===== src/rtl/bbox_frame_latch_pkg.sv =====
// Shared box type and widths for bbox_frame_latch; coordinate widths derive
// from `W_PW/`W_PH (defaulted here for 12-bit picture dimensions).
`ifndef W_PW
`define W_PW 11
`endif
`ifndef W_PH
`define W_PH 11
`endif

package bbox_frame_latch_pkg;

  localparam int unsigned PW_W  = `W_PW + 1;
  localparam int unsigned PH_W  = `W_PH + 1;
  // Signed intermediates: one bit for sign, one for lo + b overflow.
  localparam int unsigned PW_SW = `W_PW + 3;
  localparam int unsigned PH_SW = `W_PH + 3;

  localparam int unsigned DEF_W_SCORE     = 8;
  localparam int unsigned DEF_HOLD_FRAMES = 4;

  typedef struct packed {
    logic [PW_W-1:0] x;
    logic [PH_W-1:0] y;
    logic [PW_W-1:0] w;
    logic [PH_W-1:0] h;
  } box_t;

endpackage


===== src/rtl/bbox_frame_latch_axis.sv =====
// One axis of the box conversion: stage A forms the signed lo/hi span from
// center/size, stage B clips it to [0, pic-1] and flags empty results.
module bbox_axis_clip #(
  parameter int unsigned CW = 12,
  parameter int unsigned SW = 14
) (
  input  logic          clk,
  input  logic          rstn,
  input  logic [CW-1:0] c,
  input  logic [CW-1:0] b,
  input  logic [CW-1:0] pic,
  output logic [CW-1:0] lo_c,
  output logic [CW-1:0] extent,
  output logic          discard
);

  logic signed [SW-1:0] lo_a_q, lo_a_d, hi_a_q, hi_a_d;
  logic                 bz_a_q, bz_a_d;
  logic signed [SW-1:0] lo_cl, hi_cl, pic_m1;
  logic [CW-1:0]        lo_c_q, lo_c_d, ext_q, ext_d;
  logic                 disc_q, disc_d;

  always_comb begin
    lo_a_d = $signed(SW'(c)) - $signed(SW'(b >> 1));
    hi_a_d = lo_a_d + $signed(SW'(b)) - $signed(SW'(1));
    bz_a_d = (b == '0);

    // pic is taken live here, so a resolution change applies to boxes in stage B.
    pic_m1 = $signed(SW'(pic)) - $signed(SW'(1));
    lo_cl  = (lo_a_q < 0) ? '0 : lo_a_q;
    hi_cl  = (hi_a_q > pic_m1) ? pic_m1 : hi_a_q;
    disc_d = bz_a_q || (lo_cl > hi_cl);
    lo_c_d = lo_cl[CW-1:0];
    ext_d  = CW'(hi_cl - lo_cl);
  end

  always_ff @(posedge clk) begin
    if (!rstn) begin
      lo_a_q <= '0;
      hi_a_q <= '0;
      bz_a_q <= 1'b0;
      lo_c_q <= '0;
      ext_q  <= '0;
      disc_q <= 1'b0;
    end else begin
      lo_a_q <= lo_a_d;
      hi_a_q <= hi_a_d;
      bz_a_q <= bz_a_d;
      lo_c_q <= lo_c_d;
      ext_q  <= ext_d;
      disc_q <= disc_d;
    end
  end

  assign lo_c    = lo_c_q;
  assign extent  = ext_q;
  assign discard = disc_q;

endmodule


===== src/rtl/bbox_frame_latch.sv =====
// Frame-synchronous detection box latch; boxes are committed only at vsync fall.
// Optional macro BBOX_SCORE_SELECT_EN: keep the highest-scoring box per frame.
module bbox_frame_latch
  import bbox_frame_latch_pkg::*;
#(
  parameter int unsigned HOLD_FRAMES = DEF_HOLD_FRAMES,
  parameter int unsigned W_SCORE     = DEF_W_SCORE
) (
  input  logic               clk,
  input  logic               rstn,
  input  logic [PW_W-1:0]    pic_width,
  input  logic [PH_W-1:0]    pic_height,
  input  logic               vsync,
  input  logic               in_valid,
  output logic               in_ready,
  input  logic [PW_W-1:0]    in_cx,
  input  logic [PH_W-1:0]    in_cy,
  input  logic [PW_W-1:0]    in_bw,
  input  logic [PH_W-1:0]    in_bh,
  input  logic [W_SCORE-1:0] in_score,
  output logic [PW_W-1:0]    x,
  output logic [PH_W-1:0]    y,
  output logic [PW_W-1:0]    w,
  output logic [PH_W-1:0]    h,
  output logic               box_valid,
  output logic [7:0]         drop_cnt
);

  localparam int unsigned MISS_W = (HOLD_FRAMES > 0) ? $clog2(HOLD_FRAMES + 1) : 1;

  logic              in_ready_q, in_ready_d;
  logic              vld_a_q, vld_a_d, vld_b_q, vld_b_d;
  logic              vsync_d1_q, vsync_d1_d, vsync_d2_q, vsync_d2_d;
  logic              commit_q, commit_d;
  box_t              pend_q, pend_d, out_q, out_d, new_box;
  logic              pend_full_q, pend_full_d, box_valid_q, box_valid_d;
  logic [MISS_W-1:0] miss_q, miss_d;
  logic [7:0]        drop_q, drop_d;
  logic [PW_W-1:0]   xlo, xext;
  logic [PH_W-1:0]   ylo, yext;
  logic              xdisc, ydisc, accept, take;

`ifdef BBOX_SCORE_SELECT_EN
  logic [W_SCORE-1:0] score_a_q, score_a_d, score_b_q, score_b_d;
  logic [W_SCORE-1:0] pend_score_q, pend_score_d;
`else
  logic unused_score;
  assign unused_score = ^in_score;
`endif

  assign accept  = in_valid && in_ready_q;
  assign new_box = '{x: xlo, y: ylo, w: xext, h: yext};

  bbox_axis_clip #(.CW(PW_W), .SW(PW_SW)) u_clip_x (
    .clk(clk), .rstn(rstn), .c(in_cx), .b(in_bw), .pic(pic_width),
    .lo_c(xlo), .extent(xext), .discard(xdisc)
  );

  bbox_axis_clip #(.CW(PH_W), .SW(PH_SW)) u_clip_y (
    .clk(clk), .rstn(rstn), .c(in_cy), .b(in_bh), .pic(pic_height),
    .lo_c(ylo), .extent(yext), .discard(ydisc)
  );

  always_comb begin
    in_ready_d  = 1'b1;
    vld_a_d     = accept;
    vld_b_d     = vld_a_q;
    vsync_d1_d  = vsync;
    vsync_d2_d  = vsync_d1_q;
    commit_d    = !vsync_d1_q && vsync_d2_q;
    pend_d      = pend_q;
    pend_full_d = pend_full_q;
    out_d       = out_q;
    box_valid_d = box_valid_q;
    miss_d      = miss_q;
    drop_d      = drop_q;
    take        = 1'b0;
`ifdef BBOX_SCORE_SELECT_EN
    score_a_d    = in_score;
    score_b_d    = score_a_q;
    pend_score_d = pend_score_q;
`endif

    // Commit reads the pre-cycle pending; a box arriving now lands in the
    // freshly emptied pending below and belongs to the next frame.
    if (commit_q) begin
      if (pend_full_q) begin
        out_d       = pend_q;
        box_valid_d = 1'b1;
        miss_d      = '0;
      end else begin
        if (miss_q != '1) miss_d = miss_q + MISS_W'(1);
        if ((HOLD_FRAMES != 0) && (32'(miss_d) >= HOLD_FRAMES)) begin
          box_valid_d = 1'b0;
          out_d       = '0;
        end
      end
      pend_full_d = 1'b0;
`ifdef BBOX_SCORE_SELECT_EN
      pend_score_d = '0;
`endif
    end

    if (vld_b_q && (xdisc || ydisc)) begin
      if (drop_q != 8'hFF) drop_d = drop_q + 8'd1;
    end else if (vld_b_q) begin
`ifdef BBOX_SCORE_SELECT_EN
      take = !pend_full_d || (score_b_q > pend_score_d);
`else
      take = 1'b1;
`endif
      if (take) begin
        pend_d      = new_box;
        pend_full_d = 1'b1;
`ifdef BBOX_SCORE_SELECT_EN
        pend_score_d = score_b_q;
`endif
      end
    end
  end

  always_ff @(posedge clk) begin
    if (!rstn) begin
      in_ready_q  <= 1'b0;
      vld_a_q     <= 1'b0;
      vld_b_q     <= 1'b0;
      vsync_d1_q  <= 1'b0;
      vsync_d2_q  <= 1'b0;
      commit_q    <= 1'b0;
      pend_q      <= '0;
      pend_full_q <= 1'b0;
      out_q       <= '0;
      box_valid_q <= 1'b0;
      miss_q      <= '0;
      drop_q      <= '0;
    end else begin
      in_ready_q  <= in_ready_d;
      vld_a_q     <= vld_a_d;
      vld_b_q     <= vld_b_d;
      vsync_d1_q  <= vsync_d1_d;
      vsync_d2_q  <= vsync_d2_d;
      commit_q    <= commit_d;
      pend_q      <= pend_d;
      pend_full_q <= pend_full_d;
      out_q       <= out_d;
      box_valid_q <= box_valid_d;
      miss_q      <= miss_d;
      drop_q      <= drop_d;
    end
  end

`ifdef BBOX_SCORE_SELECT_EN
  always_ff @(posedge clk) begin
    if (!rstn) begin
      score_a_q    <= '0;
      score_b_q    <= '0;
      pend_score_q <= '0;
    end else begin
      score_a_q    <= score_a_d;
      score_b_q    <= score_b_d;
      pend_score_q <= pend_score_d;
    end
  end
`endif

  assign in_ready  = in_ready_q;
  assign x         = out_q.x;
  assign y         = out_q.y;
  assign w         = out_q.w;
  assign h         = out_q.h;
  assign box_valid = box_valid_q;
  assign drop_cnt  = drop_q;

endmodule


===== config.mk =====
export PLATFORM = sky130hd
export DESIGN_NAME = bbox_frame_latch
export DESIGN_NICKNAME = d
export VERILOG_FILES = /design/src/rtl/bbox_frame_latch_pkg.sv /design/src/rtl/bbox_frame_latch_axis.sv /design/src/rtl/bbox_frame_latch.sv
export SDC_FILE = /design/constraint.sdc
export NUM_CORES = 1
export LEC_CHECK = 0
export CAP_MARGIN = 10
export CORE_UTILIZATION = 45
export CTS_CLUSTER_SIZE = 30
export DETAILED_ROUTE_END_ITERATION = 10
export PLACE_DENSITY = 0.73
export SKIP_CTS_REPAIR_TIMING = 1
export SKIP_LAST_GASP = 1
export SYNTH_ARGS = -nofsm -noshare
export SYNTH_HDL_FRONTEND = slang
export SYNTH_SLANG_ARGS = --single-unit

===== constraint.sdc =====
create_clock -name clk -period 5.1 [get_ports clk]
set_clock_uncertainty 0.15 [all_clocks]
set_input_delay 0.51 -clock clk [delete_from_list [all_inputs] [get_ports clk]]
set_output_delay 0.51 -clock clk [all_outputs]
set_load 0.03 [all_outputs]

==> metrics.yaml <==
grt.total_usage: 0.203
fin_tns_setup_ns: 0
syn-num-nets: 1725
ys_seq_elements: 221
netlist_top_cells_area: "dfxtp_1, ha_1, nor2_1, a21oi_1, inv_1"
seq_area_um2: 4420
io_buffers: 133
synth-seq-area-share: 0.355
clk_latency_ns: 0.50
synthTopCellsByCount: "dfxtp_1, nor2_1, ha_1"
syn-cell-area_um2: 12500
tightest_slew_ns: 1.07
path_cells: "buf_6, or4_4, nor4_4, nand2b_2, nor4_4, xnor2_2, ha_1, nand4_1, nor4_2, nor2b_1, mux2i_4, mux2i_1, ha_2, inv_2, fa_2, a21o_1, a21oi_4, o21bai_4, a2111oi_4, o311ai_1, o41ai_1"
cts-htree-levels: 1
hold_viol_final: 0
yosys_warnings: 0
drive_gt1_frac: 0.122
wl_mm: 29.7
drc_errors: 0
detailedPlace.worstSlack_ns: -0.664
ir_drop_mv: 0.251
crit_slowest_cell: "or4_4"
ant_nets: 0
slew_headroom: 0.290
r2r_setup_slack_ns: 1.05
dieWidth_um: 168
first_iter_violations: 596
start_util: 0.461
syn_avg_cell_area_um2: 8.38
crit_arrival_ns: 5.22
core_um2: 27000
postLayoutCellArea_um2: 16000
endpoint_kind: "flop"
critical_path.top_delay_family: "simple AND/OR/NAND/NOR gates"
synth_area_leader_cell: "dfxtp_1"
status: "finished clean"
cp_max_fo: 4
hold_depth: 1
total_power_mw: 7.26
fill_cells: 2397
hold_end: "commit_q"
clk_pin_slew_worst_paths_ns: 0.07
cts_sinks: 221
power_density_nw_per_um2: 454
slew_viol_final: 0
synth.most_common_cell: "dfxtp_1"
wire_per_inst_um: 14.4
holdCritStartpoint: "vsync_d1_q"
yosysUniqueCellTypes: 67
r2r_start: "u_clip_x.hi_a_q[3]"
boundaryPins: 142
grt_pass1_vias: 10000
timing.fmax_mhz: 201
multi_input_area_um2: 7560
row_count: 60
rsz0062_at_grt: "true"
die_y_um: 168
tritoncts: "built"
ys.flop_type: "dfxtp_1"
cp_slowest_stage_delay_ns: 0.55
cts_made_buffers: 23
critPathMostFrequentCell: "nor4_4"
required_ns: 5.34
place_area_um2: 14900
nNetsFinal: 1944
antenna_found_initial: 0
via_per_inst: 5.23
synth_edf_count: 0
fin_crit_sh: 0.975
reg2reg_depth: 16
leakage_nw: 7.01
gp_congestion: 0.928
die_area_um2: 28400
timing.final.ws_setup_ns: 0.129
timing.critical_path.buf_inv: 2
rr_endpoint: "u_clip_x.extent[8]"
vias: 10800
setup.worst_path.class: "primary input to flop"
worst_setup_path_start_kind: "primary input"
cts_buffer_depth: 3
area.growth.synth_to_final_pct: 28.2
grt_pass1_wl_mm: 48.2
diodes: 0
dr.pass1.iters: 5
root_buffer: "clkbuf_16"
timing.hold.ws_ns: 0.276
synth_cells: 1487
hp-class: "flop to flop"
max_cap_violations: 0
fin_crit_ns: 4.97
hpwlAfterDp_mm: 21.9
finalSetupViolCount: 0
grt_max_degree: 145
async_flop_share: 0
overflow: 0
netlist.area_leader.share: 0.355
cells in the final DEF (no fill, tap or decap), drive strengths merged, types with 43 or more instances in the layout:
| master | count |
|---|---|
| inv | 146 |
| nor2 | 177 |
| a22oi | 48 |
| ha | 148 |
| dfxtp | 221 |
| nand2b | 43 |
| buf | 116 |
| a21oi | 110 |
| clkdlybuf4s50 | 129 |
| nand2 | 134 |
stage by stage:
stage | instances | util
floorplan | 1487 | -
global route | 2063 | 0.591
global placement | 2013 | 0.550
detailed placement | 2013 | 0.550
CTS | 2054 | 0.580
finish | 2063 | 0.591
area by class of cell:
class	count	share of cell area
Clock inverter	10	0.00846
Timing Repair Buffer	248	0.138
Tap cell	341	0.0267
Inverter	144	0.0341
Clock buffer	31	0.0423
Multi-Input combinational cell	1068	0.473
Sequential cell	221	0.277
worst max path at each step:
stage / from / endpoint / slack (ns) / cells after the start
finish: pic_width[3] / u_clip_x.extent[8] / 0.13 / 21
detailed placement: pic_width[5] / u_clip_x.extent[8] / -0.66 / 22
global placement: pic_width[5] / u_clip_x.extent[9] / -0.55 / 23
global route: pic_height[5] / u_clip_y.extent[10] / -0.06 / 21
floorplan: pic_width[5] / u_clip_x.extent[8] / 0.001 / 23
CTS: pic_width[5] / u_clip_x.extent[8] / -0.18 / 23
state kept, by name, summed over array words and instances, names as in the netlist, 13 cells and up:
| register | count |
|---|---|
| pend_q | 48 |
| u_clip_x.hi_a_q | 14 |
| u_clip_y.hi_a_q | 14 |
| u_clip_x.lo_a_q | 13 |
| u_clip_y.lo_a_q | 13 |
power by group:
part	total, mW	switching, mW	internal, mW	leakage (nW)
sequential	2.06	0.116	1.94	1.81
clock	1.76	0.678	1.08	0.402
combinational	3.44	1.74	1.69	4.80
cells by family after synthesis:
| logic type | count (synthesis) | synth area share |
|---|---|---|
| AOI/OAI and AO/OA | 310 | 0.162 |
| xor gates and xnor gates | 59 | 0.0415 |
| and+or+nand+nor | 512 | 0.196 |
| DFF | 221 | 0.355 |
| adders and majority gates | 154 | 0.158 |
| buffers and inverters | 198 | 0.0601 |
| muxes | 33 | 0.0279 |
metal layers:
metal	vias up	global-route usage	wire length [µm]
met5	-	0	0
met4	0	0.0502	501
met3	36	0.0148	1130
met2	234	0.327	13200
met1	4983	0.294	14900
li1	5529	-	-
(Power assumes the default switching activity.)
